`src/rtl/tmds_pkg.sv`:
```
// Shared TMDS definitions: control-token symbols, alignment FSM states and the
// 10b->8b data decode used by the receive channel.
package tmds_pkg;

    // Control tokens as they appear on the wire, bits 9..0; identical to the
    // transmit-side encoder constants.
    localparam logic [9:0] CTRL_TOKEN_00 = 10'b1101010100;
    localparam logic [9:0] CTRL_TOKEN_01 = 10'b0010101011;
    localparam logic [9:0] CTRL_TOKEN_10 = 10'b0101010100;
    localparam logic [9:0] CTRL_TOKEN_11 = 10'b1010101011;

    typedef enum logic [1:0] {
        SEARCH = 2'd0,
        SLIP   = 2'd1,
        LOCKED = 2'd2
    } align_state_t;

    // Undo the optional inversion (bit 9), then the XOR/XNOR chain (bit 8).
    function automatic logic [7:0] tmds_decode(input logic [9:0] q);
        logic [7:0] v;
        logic [7:0] d;
        v    = q[9] ? ~q[7:0] : q[7:0];
        d    = '0;
        d[0] = v[0];
        for (int i = 1; i < 8; i++) begin
            d[i] = q[8] ? (v[i] ^ v[i-1]) : ~(v[i] ^ v[i-1]);
        end
        return d;
    endfunction

endpackage

```
`src/rtl/tmds_rx_channel_if.sv`:
```
// Symbol/pixel bundle between a deserializer-side master and the TMDS receive
// channel. Stats counters exist only when TMDS_RX_STATS_EN is defined.
interface tmds_rx_channel_if;
    logic [9:0] word;
    logic [7:0] data;
    logic [1:0] ctrl;
    logic       de;
    logic       bitslip;
    logic       locked;
`ifdef TMDS_RX_STATS_EN
    logic [7:0] slip_cnt;
    logic [7:0] loss_cnt;
`endif

    modport master (
        output word,
        input  data, ctrl, de, bitslip, locked
`ifdef TMDS_RX_STATS_EN
        , input slip_cnt, loss_cnt
`endif
    );

    modport slave (
        input  word,
        output data, ctrl, de, bitslip, locked
`ifdef TMDS_RX_STATS_EN
        , output slip_cnt, loss_cnt
`endif
    );
endinterface

```
`src/rtl/tmds_align_fsm.sv`:
```
// Word-alignment state machine: hunts for control-token runs, requests bitslips
// on timeout and tracks lock. Optional counters under TMDS_RX_STATS_EN.
module tmds_align_fsm
    import tmds_pkg::*;
#(
    parameter int CTRL_LOCK = 8,
    parameter int TIMEOUT   = 4096,
    parameter int SLIP_WAIT = 16
) (
    input  logic       clk,
    input  logic       rst,
    input  logic       i_is_ctrl,
    output logic       o_lock_next,
    output logic       o_locked,
    output logic       o_bitslip
`ifdef TMDS_RX_STATS_EN
    ,
    output logic [7:0] o_slip_cnt,
    output logic [7:0] o_loss_cnt
`endif
);
    localparam int TMR_W = $clog2(TIMEOUT + 1);
    localparam int RUN_W = $clog2(CTRL_LOCK + 1);
    localparam logic [TMR_W-1:0] TMR_LAST  = TMR_W'(TIMEOUT - 1);
    localparam logic [TMR_W-1:0] SLIP_LAST = TMR_W'(SLIP_WAIT - 1);
    localparam logic [RUN_W-1:0] RUN_FULL  = RUN_W'(CTRL_LOCK);

    align_state_t     r_state;
    logic [TMR_W-1:0] r_tmr;
    logic [RUN_W-1:0] r_run;
    logic             r_locked;
    logic             r_bitslip;
    logic             w_timeout;

    assign w_timeout = (r_tmr == TMR_LAST);

    // Lock state after the coming edge; lets the output stage gate on the same edge.
    assign o_lock_next = ((r_state == SEARCH) && (r_run == RUN_FULL)) ||
                         ((r_state == LOCKED) && (i_is_ctrl || !w_timeout));
    assign o_locked    = r_locked;
    assign o_bitslip   = r_bitslip;

`ifdef TMDS_RX_STATS_EN
    logic [7:0] r_slip_cnt;
    logic [7:0] r_loss_cnt;
    assign o_slip_cnt = r_slip_cnt;
    assign o_loss_cnt = r_loss_cnt;
`endif

    always_ff @(posedge clk or negedge rst) begin
        if (!rst) begin
            r_state   <= SEARCH;
            r_tmr     <= '0;
            r_run     <= '0;
            r_locked  <= 1'b0;
            r_bitslip <= 1'b0;
`ifdef TMDS_RX_STATS_EN
            r_slip_cnt <= '0;
            r_loss_cnt <= '0;
`endif
        end else begin
            r_bitslip <= 1'b0;
            case (r_state)
                SEARCH: begin
                    // A completed token run wins over a timeout on the same edge.
                    if (r_run == RUN_FULL) begin
                        r_state  <= LOCKED;
                        r_locked <= 1'b1;
                        r_tmr    <= '0;
                        r_run    <= '0;
                    end else begin
                        r_run <= i_is_ctrl ? r_run + RUN_W'(1) : '0;
                        if (w_timeout) begin
                            r_state   <= SLIP;
                            r_bitslip <= 1'b1;
                            r_tmr     <= '0;
`ifdef TMDS_RX_STATS_EN
                            if (r_slip_cnt != 8'hFF) r_slip_cnt <= r_slip_cnt + 8'd1;
`endif
                        end else begin
                            r_tmr <= r_tmr + TMR_W'(1);
                        end
                    end
                end
                SLIP: begin
                    if (r_tmr == SLIP_LAST) begin
                        r_state <= SEARCH;
                        r_tmr   <= '0;
                        r_run   <= '0;
                    end else begin
                        r_tmr <= r_tmr + TMR_W'(1);
                    end
                end
                LOCKED: begin
                    if (i_is_ctrl) begin
                        r_tmr <= '0;
                    end else if (w_timeout) begin
                        r_state  <= SEARCH;
                        r_locked <= 1'b0;
                        r_tmr    <= '0;
                        r_run    <= '0;
`ifdef TMDS_RX_STATS_EN
                        if (r_loss_cnt != 8'hFF) r_loss_cnt <= r_loss_cnt + 8'd1;
`endif
                    end else begin
                        r_tmr <= r_tmr + TMR_W'(1);
                    end
                end
                default: r_state <= SEARCH;
            endcase
        end
    end
endmodule

```
`src/rtl/tmds_rx_channel.sv`:
```
// TMDS receive channel: two-stage decode pipeline plus word alignment.
// Define TMDS_RX_STATS_EN to expose slip/loss counters on the interface.
module tmds_rx_channel
    import tmds_pkg::*;
#(
    parameter int CTRL_LOCK = 8,
    parameter int TIMEOUT   = 4096,
    parameter int SLIP_WAIT = 16
) (
    input logic              clk,
    input logic              rst,
    tmds_rx_channel_if.slave bus
);
    logic [9:0] r_word;
    logic [7:0] r_data;
    logic [1:0] r_ctrl;
    logic       r_de;
    logic       w_is_ctrl;
    logic [1:0] w_ctrl_val;
    logic [7:0] w_dec;
    logic       w_lock_next;

    always_comb begin
        w_is_ctrl  = 1'b1;
        w_ctrl_val = 2'b00;
        case (r_word)
            CTRL_TOKEN_00: w_ctrl_val = 2'b00;
            CTRL_TOKEN_01: w_ctrl_val = 2'b01;
            CTRL_TOKEN_10: w_ctrl_val = 2'b10;
            CTRL_TOKEN_11: w_ctrl_val = 2'b11;
            default:       w_is_ctrl  = 1'b0;
        endcase
    end

    assign w_dec = tmds_decode(r_word);

    tmds_align_fsm #(
        .CTRL_LOCK (CTRL_LOCK),
        .TIMEOUT   (TIMEOUT),
        .SLIP_WAIT (SLIP_WAIT)
    ) u_align (
        .clk         (clk),
        .rst         (rst),
        .i_is_ctrl   (w_is_ctrl),
        .o_lock_next (w_lock_next),
        .o_locked    (bus.locked),
        .o_bitslip   (bus.bitslip)
`ifdef TMDS_RX_STATS_EN
        ,
        .o_slip_cnt  (bus.slip_cnt),
        .o_loss_cnt  (bus.loss_cnt)
`endif
    );

    // Tokens leave data untouched and data words leave ctrl untouched.
    always_ff @(posedge clk or negedge rst) begin
        if (!rst) begin
            r_word <= '0;
            r_data <= '0;
            r_ctrl <= '0;
            r_de   <= 1'b0;
        end else begin
            r_word <= bus.word;
            if (!w_lock_next) begin
                r_data <= '0;
                r_ctrl <= '0;
                r_de   <= 1'b0;
            end else if (w_is_ctrl) begin
                r_ctrl <= w_ctrl_val;
                r_de   <= 1'b0;
            end else begin
                r_data <= w_dec;
                r_de   <= 1'b1;
            end
        end
    end

    assign bus.data = r_data;
    assign bus.ctrl = r_ctrl;
    assign bus.de   = r_de;
endmodule

```
`src/flat_wrapper.sv`:
```
// flat-port wrapper written by rule: the top's interface ports become plain ports
module tmds_rx_channel_flat import tmds_pkg::*;
#(
    parameter int CTRL_LOCK = 8,
    parameter int TIMEOUT   = 4096,
    parameter int SLIP_WAIT = 16
)
  (clk, rst, bus_word, bus_data, bus_ctrl, bus_de, bus_bitslip, bus_locked);
  tmds_rx_channel_if bus_i ();
  input logic clk;
  input logic rst;
  input wire logic [$bits(bus_i.word)-1:0] bus_word;
  output wire logic [$bits(bus_i.data)-1:0] bus_data;
  output wire logic [$bits(bus_i.ctrl)-1:0] bus_ctrl;
  output wire logic [$bits(bus_i.de)-1:0] bus_de;
  output wire logic [$bits(bus_i.bitslip)-1:0] bus_bitslip;
  output wire logic [$bits(bus_i.locked)-1:0] bus_locked;
  assign bus_i.word = bus_word;
  assign bus_data = bus_i.data;
  assign bus_ctrl = bus_i.ctrl;
  assign bus_de = bus_i.de;
  assign bus_bitslip = bus_i.bitslip;
  assign bus_locked = bus_i.locked;
  tmds_rx_channel #(.CTRL_LOCK(CTRL_LOCK), .TIMEOUT(TIMEOUT), .SLIP_WAIT(SLIP_WAIT)) u_core (.clk(clk), .rst(rst), .bus(bus_i));
endmodule
```
`config.mk`:
```
export PLATFORM = sky130hd
export DESIGN_NAME = tmds_rx_channel_flat
export DESIGN_NICKNAME = d
export VERILOG_FILES = /design/src/rtl/tmds_pkg.sv /design/src/rtl/tmds_rx_channel_if.sv /design/src/rtl/tmds_align_fsm.sv /design/src/rtl/tmds_rx_channel.sv /design/src/flat_wrapper.sv
export SDC_FILE = /design/constraint.sdc
export NUM_CORES = 1
export LEC_CHECK = 0
export BUFFER_PORTS_ARGS = -buffer_cell sky130_fd_sc_hd__clkbuf_2
export CORE_AREA = 3 3 75 77
export DETAILED_ROUTE_END_ITERATION = 6
export DIE_AREA = 0 0 78 80
export GPL_TIMING_DRIVEN = 0
export PLACE_DENSITY = 0.65
export REMOVE_ABC_BUFFERS = 1
export SYNTH_ARGS = -nofsm -noshare
export SYNTH_HDL_FRONTEND = slang
export SYNTH_SLANG_ARGS = --single-unit
```
`constraint.sdc`:
```
create_clock -name clk -period 4.4 [get_ports clk]
set_input_delay 1.1 -clock clk [delete_from_list [all_inputs] [get_ports clk]]
set_output_delay 1.1 -clock clk [all_outputs]
set_load 0.02 [all_outputs]
```
# == Yosys cells after proc, flatten, opt, wreduce, memory -nomap -nowiden ==
# Cells that the tools add are included.
# W data, S select, Z words.
# totals
register_bits,42
latch_bits,0
mem_bits_rw,0
romBits,0
input_bits,12
out_inout_bits,13
word_cells,94
n_memories,0
# classes
addsub,2
mul,0
div,0
n_lt_le_gt_ge,0
n_eq_ne,16
shift,0
n_mux,40
bitwise,15
n_reduce_logical,12
# op_table
cell,count
$mux W13,4
$pmux W13 S3,1
$mux W8,3
$eq A10 B10 Y1 const B,2
$mux W4,5
$mux W1,16
$mux W2,7
$add A13 B1 Y13 const B,1
$eq A13 B12 Y1 const B,1
$eq A13 B4 Y1 const B,1
$pmux W2 S3,2
$pmux W4 S3,1
$reduce_and A4 Y1,3
$eq A10 B8 Y1 const B,1
$eq A10 B9 Y1 const B,1
$ne A2 B2 Y1 const B,5
$not A8 Y8,1
$not A1 Y1,7
$xor A1 B1 Y1,7
$add A4 B1 Y4 const B,1
$eq A4 B4 Y1 const B,1
$reduce_or A4 Y1,1
$ne A3 B2 Y1 const B,1
$reduce_bool A3 Y1,1
9 further kinds,11

# == Longest topological paths before layout ==
# Gate-level depths: netlist of run 1.
# logic_depth
word_depth,7
mapped_depth,7
depth_no_buf,7

# == By module ==
# A second synthesis of run 1 with hierarchy kept.
# hier_totals
hier_cells,218
hier_area_um2,2294.7
# by_module_without_submodules
mod,n_inst,cells_per_inst,area_per_inst_um2,seq_area_each_um2
tmds_align_fsm,1,128,1248.7,525.5
tmds_rx_channel,1,90,1046.0,525.5

# == Worst setup path after synthesis of run 1 ==
# Ideal clock, no wire load.
# synth_path
kind,reg-to-reg
from,register u_core.u_align.r_tmr[0]
to,register u_core.u_align.r_tmr[11]
setup_time_ns,0.076
t_arrival_ns,2.003
required_ns,4.324
path_slack_ns,2.321
stages_incl_launch_ff,8
n_path_buf,0
synth_period_minus_slack_ns,2.079
cell_sequence,dfrtp_1 > ha_1 > and4_1 > nand4_4 > nand4_4 > a311o_2 > or4_1 > o21ai_1
# synth_between
elab_chain_cells,4
word_cells_on_any_way,8
cone_classes,add/sub: 1; eq/ne: 2; mux: 5
# synth_lines
item,line_no,source
from (decl),tmds_align_fsm.sv:29,logic [TMR_W-1:0] r_tmr;
from (signal assigned),tmds_align_fsm.sv:81,r_tmr <= r_tmr + TMR_W'(1);
from (signal assigned),tmds_align_fsm.sv:91,r_tmr <= r_tmr + TMR_W'(1);
from (signal assigned),tmds_align_fsm.sv:106,r_tmr <= r_tmr + TMR_W'(1);
$add A13 B1 Y13 / $eq A13 B12 Y1 (equally long branches),--,
$mux W13,"tmds_align_fsm.sv:73, tmds_align_fsm.sv:97",
"$mux W13, on equally long branches","tmds_align_fsm.sv:95, tmds_align_fsm.sv:66",
$pmux W13 S3 (*),tmds_align_fsm.sv:63,case (r_state)
# Mark *: on every way between the ends. The rest lies on a longest branch, timed or not.
# A chain may end at the register's enable or synchronous reset.

# == Final worst setup path of run 1 ==
# Same ends and word-level chain as after synthesis.

==> impl_metrics.env, run 1 <==
export IMPL_status="completed"
export IMPL_die_h_um=80
export IMPL_setup_viol=0
export IMPL_p_sw_w=0.000171
export IMPL_post_cts_resized=0
export IMPL_grt_max_degree=43
export IMPL_drt_total_wl_um=4030
export IMPL_cp_required_ns=4.63
export IMPL_final_common_cell="dfrtp_1"
export IMPL_setup_slack_ns=2.13
export IMPL_crit_arrival_ns=2.50
export IMPL_grtUsageTotal=0.147
export IMPL_coreArea_um2=5070
export IMPL_switching_share=0.248
export IMPL_p_clk_frac=0.382
export IMPL_wl_per_cell_um=13.6
export IMPL_synthCells=199
export IMPL_post_cts_buffers=0
export IMPL_die_area_um2=6240
export IMPL_first_iter_violations=76
export IMPL_routabilityCongestion=0.784
export IMPL_ys_seq_area_frac=0.477
export IMPL_holdBufCountCts=0
export IMPL_clockBufferDepth=2
export IMPL_detail_route_antenna_nets=0
export IMPL_via_per_inst=5.33
export IMPL_min_path_type="flop to flop"
export IMPL_grt_pass1_vias=1503
export IMPL_vias=1578
export IMPL_hold_viol=0
export IMPL_gr_total_overflow=0
export IMPL_yosys_top_cells_area="dfrtp_1 (48%), a22o_1 (4.4%), ha_1 (4.0%), nand2_1 (3.8%), xnor2_1 (2.8%)"
export IMPL_worstSetupPathType="flop to flop"
export IMPL_seqPwrFrac=0.576
export IMPL_fillCellCount=478
export IMPL_area_growth_syn_to_layout_pct=12.6
export IMPL_synth_top_area_share=0.477
export IMPL_grt_pass1_wl_um=7150
export IMPL_synth_main_ff_cell="dfrtp_1"
export IMPL_rows=26
export IMPL_worst_slew_pin_slew_ns=1.01
export IMPL_yosys_area_top_type="dfrtp_1"
export IMPL_cp_start_kind="flop"
export IMPL_power_density_nw_per_um2=278
export IMPL_cts_tree="yes"
export IMPL_root_buffer="clkbuf_8"
export IMPL_fp_dieW_um=78
export IMPL_drtPass1Iterations=4
export IMPL_drc_errors=0
export IMPL_syn_cell_area_um2=2200
export IMPL_ys_warn_count=0
export IMPL_power_frac_comb=0.042
export IMPL_p_int_w=0.000519
export IMPL_yosysUniqueCellTypes=52
export IMPL_rsz0062_at_grt="false"
export IMPL_cellLeakagePower_nw=1.12
export IMPL_fin_crit_sh=0.516
export IMPL_drive_gt1_frac=0.226
export IMPL_place_ws_ns=2.15
export IMPL_start_util=0.434
export IMPL_fin_tns_setup_ns=0
export IMPL_synth_edf_count=0
export IMPL_antenna_found_initial=0
export IMPL_synth_seq_cells=42
export IMPL_critPathMaxFanout=8
export IMPL_relSlewSlack=0.326
export IMPL_post_dp_hpwl_um=2870
export IMPL_peakVddDrop_uv=219
export IMPL_async_flop_share=1.00
export IMPL_period_needed_ns=2.27
export IMPL_critPathCaptureType="flop"
export IMPL_final_cell_mix="dfrtp_1 (42), clkbuf_2 (24), nand2_1 (22)"
export IMPL_boundaryPins=25
export IMPL_diodes=0
export IMPL_fmax_mhz=441
export IMPL_path_clk_slew_ns=0.09
export IMPL_skew_ns=0.00302
export IMPL_cts_htree_levels=2
export IMPL_clk_latency_ns=0.30
export IMPL_maxSlewViolCount=0
export IMPL_final_nets=244
export IMPL_port_buffers=24
export IMPL_maxCapViolations=0
export IMPL_cts_made_buffers=5
export IMPL_avgSynthCellArea_um2=11.1
export IMPL_cts_sinks=42
-- worst max-delay path, cell delays in order (launching register included) --
cell and delay (ns):
dfrtp_1 0.42, ha_1 0.24, and4_1 0.27, nand4_4 0.18, nand4_4 0.13, a311o_2 0.47
or4_1 0.41, o21ai_1 0.08
-- metrics by stage --
step / instances / hold slack [ns] / instance area, um^2 / power (W) / util
6_report: 296 / 0.518 / 2480 / 0.000689 / 0.488
5_1_grt: 296 / 0.535 / 2480 / 0.000730 / 0.488
4_1_cts: 296 / 0.517 / 2480 / 0.000699 / 0.488
3_5_place_dp: 288 / 0.492 / 2380 / 0.000435 / 0.470
3_3_place_gp: 288 / 0.490 / 2380 / 0.000434 / 0.470
2_1_floorplan: 194 / 0.483 / 2180 / 0.000420 / -
-- per-layer routing --
layer | GRT usage | share of wire
met5 | 0 | 0
met4 | 0.0682 | 0.020
met3 | 0.0361 | 0.040
met2 | 0.231 | 0.47
met1 | 0.191 | 0.47
-- synth_stat cells (2+ instances only) --
cell	n
a21oi_1	5
or3_1	2
o21ai_1	6
nand2_1	22
clkbuf_1	2
nand4_4	2
buf_2	2
inv_1	5
ha_1	7
and4_1	2
xor2_1	5
or4_1	3
o21ai_2	2
o21ai_0	10
o31ai_1	3
mux2i_1	2
nand3_1	10
a22o_1	11
nor2_1	8
nand3b_1	2
nand4_1	2
nor3_1	2
and2b_1	4
xnor2_1	7
dfrtp_1	42
o32ai_1	4
and2_1	2
-- cell families (layout without fill, tap and decap cells) --
kind of cell             Yosys count  in the layout  share of synthesized area
AO/OA/AOI/OAI                     49             49                      0.172
XOR/XNOR                          12             12                     0.0477
adder cells (fa/ha/maj)            7              7                     0.0398
buffers and inverters             10             37                     0.0199
flip-flops                        42             42                      0.477
multiplexers                       3              3                     0.0142
AND/OR/NAND/NOR                   76             76                      0.229
-- path summary, 6_finish.rpt --
kind / start / endpoint / slack [ns] / depth (start not counted)
max in group asynchronous: rst / u_core.bus.data[1] / 2.83 / 1
hold / removal: u_core.bus.data[2] / u_core.bus.data[2] / 0.52 / 1
setup / recovery: u_core.u_align.r_tmr[0] / u_core.u_align.r_tmr[11] / 2.13 / 7
hold reg to reg: u_core.bus.data[2] / u_core.bus.data[2] / 0.52 / 1
min in group asynchronous: rst / u_core.u_align.r_tmr[7] / 0.95 / 1
setup reg to reg: u_core.u_align.r_tmr[0] / u_core.u_align.r_tmr[11] / 2.13 / 7
-- power groups by stage --
stage / clock [W] / sequential (W) / combinational [W]
finish: 0.000264 / 0.000397 / 0.0000286
global route: 0.000298 / 0.000398 / 0.0000333
CTS: 0.000272 / 0.000397 / 0.0000297
detailed placement: 0 / 0.000405 / 0.0000298
global placement: 0 / 0.000405 / 0.0000291
floorplan: 0 / 0.000403 / 0.0000165
-- registers in the layout, indices dropped and copies added (netlist names) --
register,flops
u_core.u_align.r_tmr,13
u_core.r_word,10
u_core.bus.data,8
u_core.u_align.r_run,4
u_core.bus.ctrl,2
u_core.u_align.r_state,2
u_core.bus.de,1
u_core.u_align.o_bitslip,1
u_core.u_align.o_locked,1
-- layout make-up --
class | count | area [um^2] | share of cell area
multi-input combinational | 147 | 1110 | 0.447
sequential | 42 | 1050 | 0.424
clock inverter | 3 | 25.0 | 0.0101
timing repair buffer | 24 | 120 | 0.0485
clock buffer | 5 | 68.8 | 0.0278
tap | 70 | 87.6 | 0.0353
inverter | 5 | 18.8 | 0.00757
Note: power is estimated with default switching activity, not from simulation.
==> run 2: changes to the inputs <==
ABC_AREA = 1   (was not set)
CORE_AREA = 3 3 79 81   (was 3 3 75 77)
DIE_AREA = 0 0 82 84   (was 0 0 78 80)
PLACE_DENSITY = 0.64   (was 0.65)
clock period = 2.3 ns   (was 4.4 ns; I/O delays follow)
==> run 2 against run 1 <==
Compared with the run above:
- area after synthesis rose by 11%
- sequential power rose by 90%
- routed wire length rose by 7.4%
- via count rose by 20%
- hold slack got worse by 0.13 ns
- cell count rose by 40%
- global-route usage fell by 0.48 points
- critical endpoint is now u_core.bus.data[3]
- highest routed layer unchanged
- critical path depth rose by 2
- critical path type unchanged
- synthesized cell count rose by 59%
- power rose by 85%
- register-to-register slack got worse by 1.6 ns
- core utilization fell by 0.31 points
==> impl_metrics.env, run 2 <==
export IMPL_status="completed"
export IMPL_largest_reg_flops=13
export IMPL_fin_crit_sh=0.754
export IMPL_fp_dieW_um=82
export IMPL_rows=27
export IMPL_port_buffers=24
export IMPL_wl_per_cell_um=10.4
export IMPL_die_h_um=84
export IMPL_grtUsageTotal=0.142
export IMPL_cp_required_ns=2.53
export IMPL_cpPeakStageDelay_ns=0.42
export IMPL_min_path_type="input pin to flop"
export IMPL_critPathCaptureType="flop"
export IMPL_crit_buf_inv=3
export IMPL_worstSetupPathType="flop to flop"
export IMPL_cts_made_buffers=5
export IMPL_skew_ns=0.00580
export IMPL_synth_edf_count=0
export IMPL_cpMaxStageDelayCell="dfrtp_1"
export IMPL_post_cts_buffers=0
export IMPL_maxCapViolations=0
export IMPL_fin_tns_setup_ns=0
export IMPL_synth_seq_cells=42
export IMPL_clockBufferDepth=2
export IMPL_cts_sinks=42
export IMPL_critPathMaxFanout=12
export IMPL_synth_top_area_share=0.432
export IMPL_final_common_cell="nand2_1"
export IMPL_async_flop_share=1.00
export IMPL_cts_tree="yes"
export IMPL_synth_most_common_cell="nand2_1"
export IMPL_drtPass1Iterations=5
export IMPL_synth_commonest_cells="nand2_1 (116), dfrtp_1 (42), inv_1 (33)"
export IMPL_yosysUniqueCellTypes=28
export IMPL_yosys_area_top_type="dfrtp_1"
export IMPL_grt_pass1_vias=1827
export IMPL_final_nets=361
export IMPL_maxSlewViolCount=0
export IMPL_syn_cell_area_um2=2430
export IMPL_top_register="u_core.u_align.r_tmr"
export IMPL_drc_errors=0
export IMPL_clk_latency_ns=0.29
export IMPL_diodes=0
export IMPL_area_growth_syn_to_layout_pct=10.4
export IMPL_boundaryPins=25
export IMPL_peakVddDrop_uv=349
export IMPL_grt_max_degree=43
export IMPL_crit_arrival_ns=1.96
export IMPL_drt_total_wl_um=4320
export IMPL_path_delay_family="simple AND/OR/NAND/NOR gates"
export IMPL_path_clk_slew_ns=0.08
export IMPL_ys_seq_area_frac=0.432
export IMPL_coreArea_um2=5540
export IMPL_die_area_um2=6890
export IMPL_holdBufCountCts=0
export IMPL_detail_route_antenna_nets=0
export IMPL_first_iter_violations=84
export IMPL_yosys_top_cells_area="dfrtp_1 (43%), nand2_1 (18%), xor2_1 (6.1%), inv_1 (5.1%), nor2_1 (4.5%)"
export IMPL_post_cts_resized=0
export IMPL_path_cells="inv_1 -> ha_1 -> inv_1 -> nor3_2 -> inv_1 -> nor2_2 -> nand3b_2 -> nand3_1 -> nand2_1"
export IMPL_post_dp_hpwl_um=3230
export IMPL_synthCells=316
export IMPL_worst_slew_pin_slew_ns=1.03
export IMPL_root_buffer="clkbuf_8"
export IMPL_drive_gt1_frac=0.190
export IMPL_ys_warn_count=0
export IMPL_gr_total_overflow=0
export IMPL_cellLeakagePower_nw=1.52
export IMPL_synth_main_ff_cell="dfrtp_1"
export IMPL_routabilityCongestion=0.831
export IMPL_cp_common_cell="inv_1"
export IMPL_hold_viol=0
export IMPL_relSlewSlack=0.310
export IMPL_via_per_inst=4.54
export IMPL_avgSynthCellArea_um2=7.71
export IMPL_period_needed_ns=1.73
export IMPL_start_util=0.439
export IMPL_rsz0062_at_grt="false"
export IMPL_cp_start_kind="flop"
export IMPL_cts_htree_levels=2
export IMPL_final_cell_mix="nand2_1 (116), dfrtp_1 (42), inv_1 (33)"
export IMPL_power_density_nw_per_um2=475
export IMPL_fin_util=0.485
export IMPL_antenna_found_initial=0
export IMPL_setup_viol=0
export IMPL_grt_pass1_wl_um=7940
export IMPL_vias=1886
export IMPL_fmax_mhz=577
==> run 2: changes by cell type after synthesis, sizes merged, moves of 3 or more <==
| cell | previous run | this run |
|---|---|---|
| xnor2 | 7 | 2 |
| and2b | 4 | 0 |
| a22o | 11 | 0 |
| nand3 | 10 | 22 |
| xor2 | 5 | 17 |
| o21ai | 18 | 7 |
| inv | 5 | 41 |
| or4 | 4 | 0 |
| nand2 | 22 | 124 |
| nor2 | 9 | 38 |
| o32ai | 4 | 0 |
| o31ai | 3 | 0 |
| a21oi | 5 | 0 |
| or3 | 4 | 0 |
==> run 2: per-stage QoR <==
stage | hold slack, ns | power (W) | std cells | area, um^2 | worst slack [ns]
6_report | 0.386 | 0.00128 | 415 | 2690 | 0.566
5_1_grt | 0.367 | 0.00135 | 415 | 2690 | 0.348
4_1_cts | 0.374 | 0.00130 | 415 | 2690 | 0.570
3_5_place_dp | 0.467 | 0.000830 | 407 | 2600 | 0.595
3_3_place_gp | 0.459 | 0.000828 | 407 | 2600 | 0.587
2_1_floorplan | 0.279 | 0.000801 | 311 | 2390 | 0.794
==> run 2: kinds of logic (layout without fill, tap and decap cells) <==
logic type / count (synthesis) / in the layout / synth area share
AOI/OAI and AO/OA: 7 / 7 / 0.0190
xor gates and xnor gates: 19 / 19 / 0.0683
DFF: 42 / 42 / 0.432
adders and majority gates: 7 / 7 / 0.0360
and+or+nand+nor: 194 / 194 / 0.360
muxes: 1 / 1 / 0.00411
buffers and inverters: 46 / 73 / 0.0807
==> run 2: layout make-up <==
type,instances,area [um^2]
Clock buffer,6,72.6
Sequential cell,42,1050
Timing Repair Buffer,24,120
Multi-Input combinational cell,228,1190
Fill cell,581,2850
Clock inverter,2,13.8
Inverter,41,154
Tap cell,72,90.1
==> run 2: power breakdown <==
group	total [W]	switching [W]	internal, W
clock network	0.000465	0.000251	0.000214
logic	0.0000567	0.0000358	0.0000209
registers	0.000756	0.00000951	0.000747
total	0.00128	0.000296	0.000982
==> run 2: layer usage <==
metal  track usage  part of all wire  vias to the layer above
met4        0.0363            0.0067                        0
met3        0.0259             0.035                        4
met1         0.196              0.48                      853
met2         0.227              0.47                       24
li1              -                 -                     1005
met5             0                 0                        -
==> run 2: path summary, 6_finish.rpt <==
| path | depth (start not counted) | slack, ns | startpoint | end |
|---|---|---|---|---|
| worst max register to register | 9 | 0.57 | u_core.u_align.r_run[0] | u_core.bus.data[3] |
| worst min-delay path | 1 | 0.39 | bus_word[9] | u_core.r_word[9] |
| max in group asynchronous | 1 | 1.22 | rst | u_core.bus.data[4] |
| worst max-delay path | 9 | 0.57 | u_core.u_align.r_run[0] | u_core.bus.data[3] |
| worst min register to register | 2 | 0.48 | u_core.bus.data[7] | u_core.bus.data[7] |
| min in group asynchronous | 1 | 0.45 | rst | u_core.u_align.r_tmr[3] |
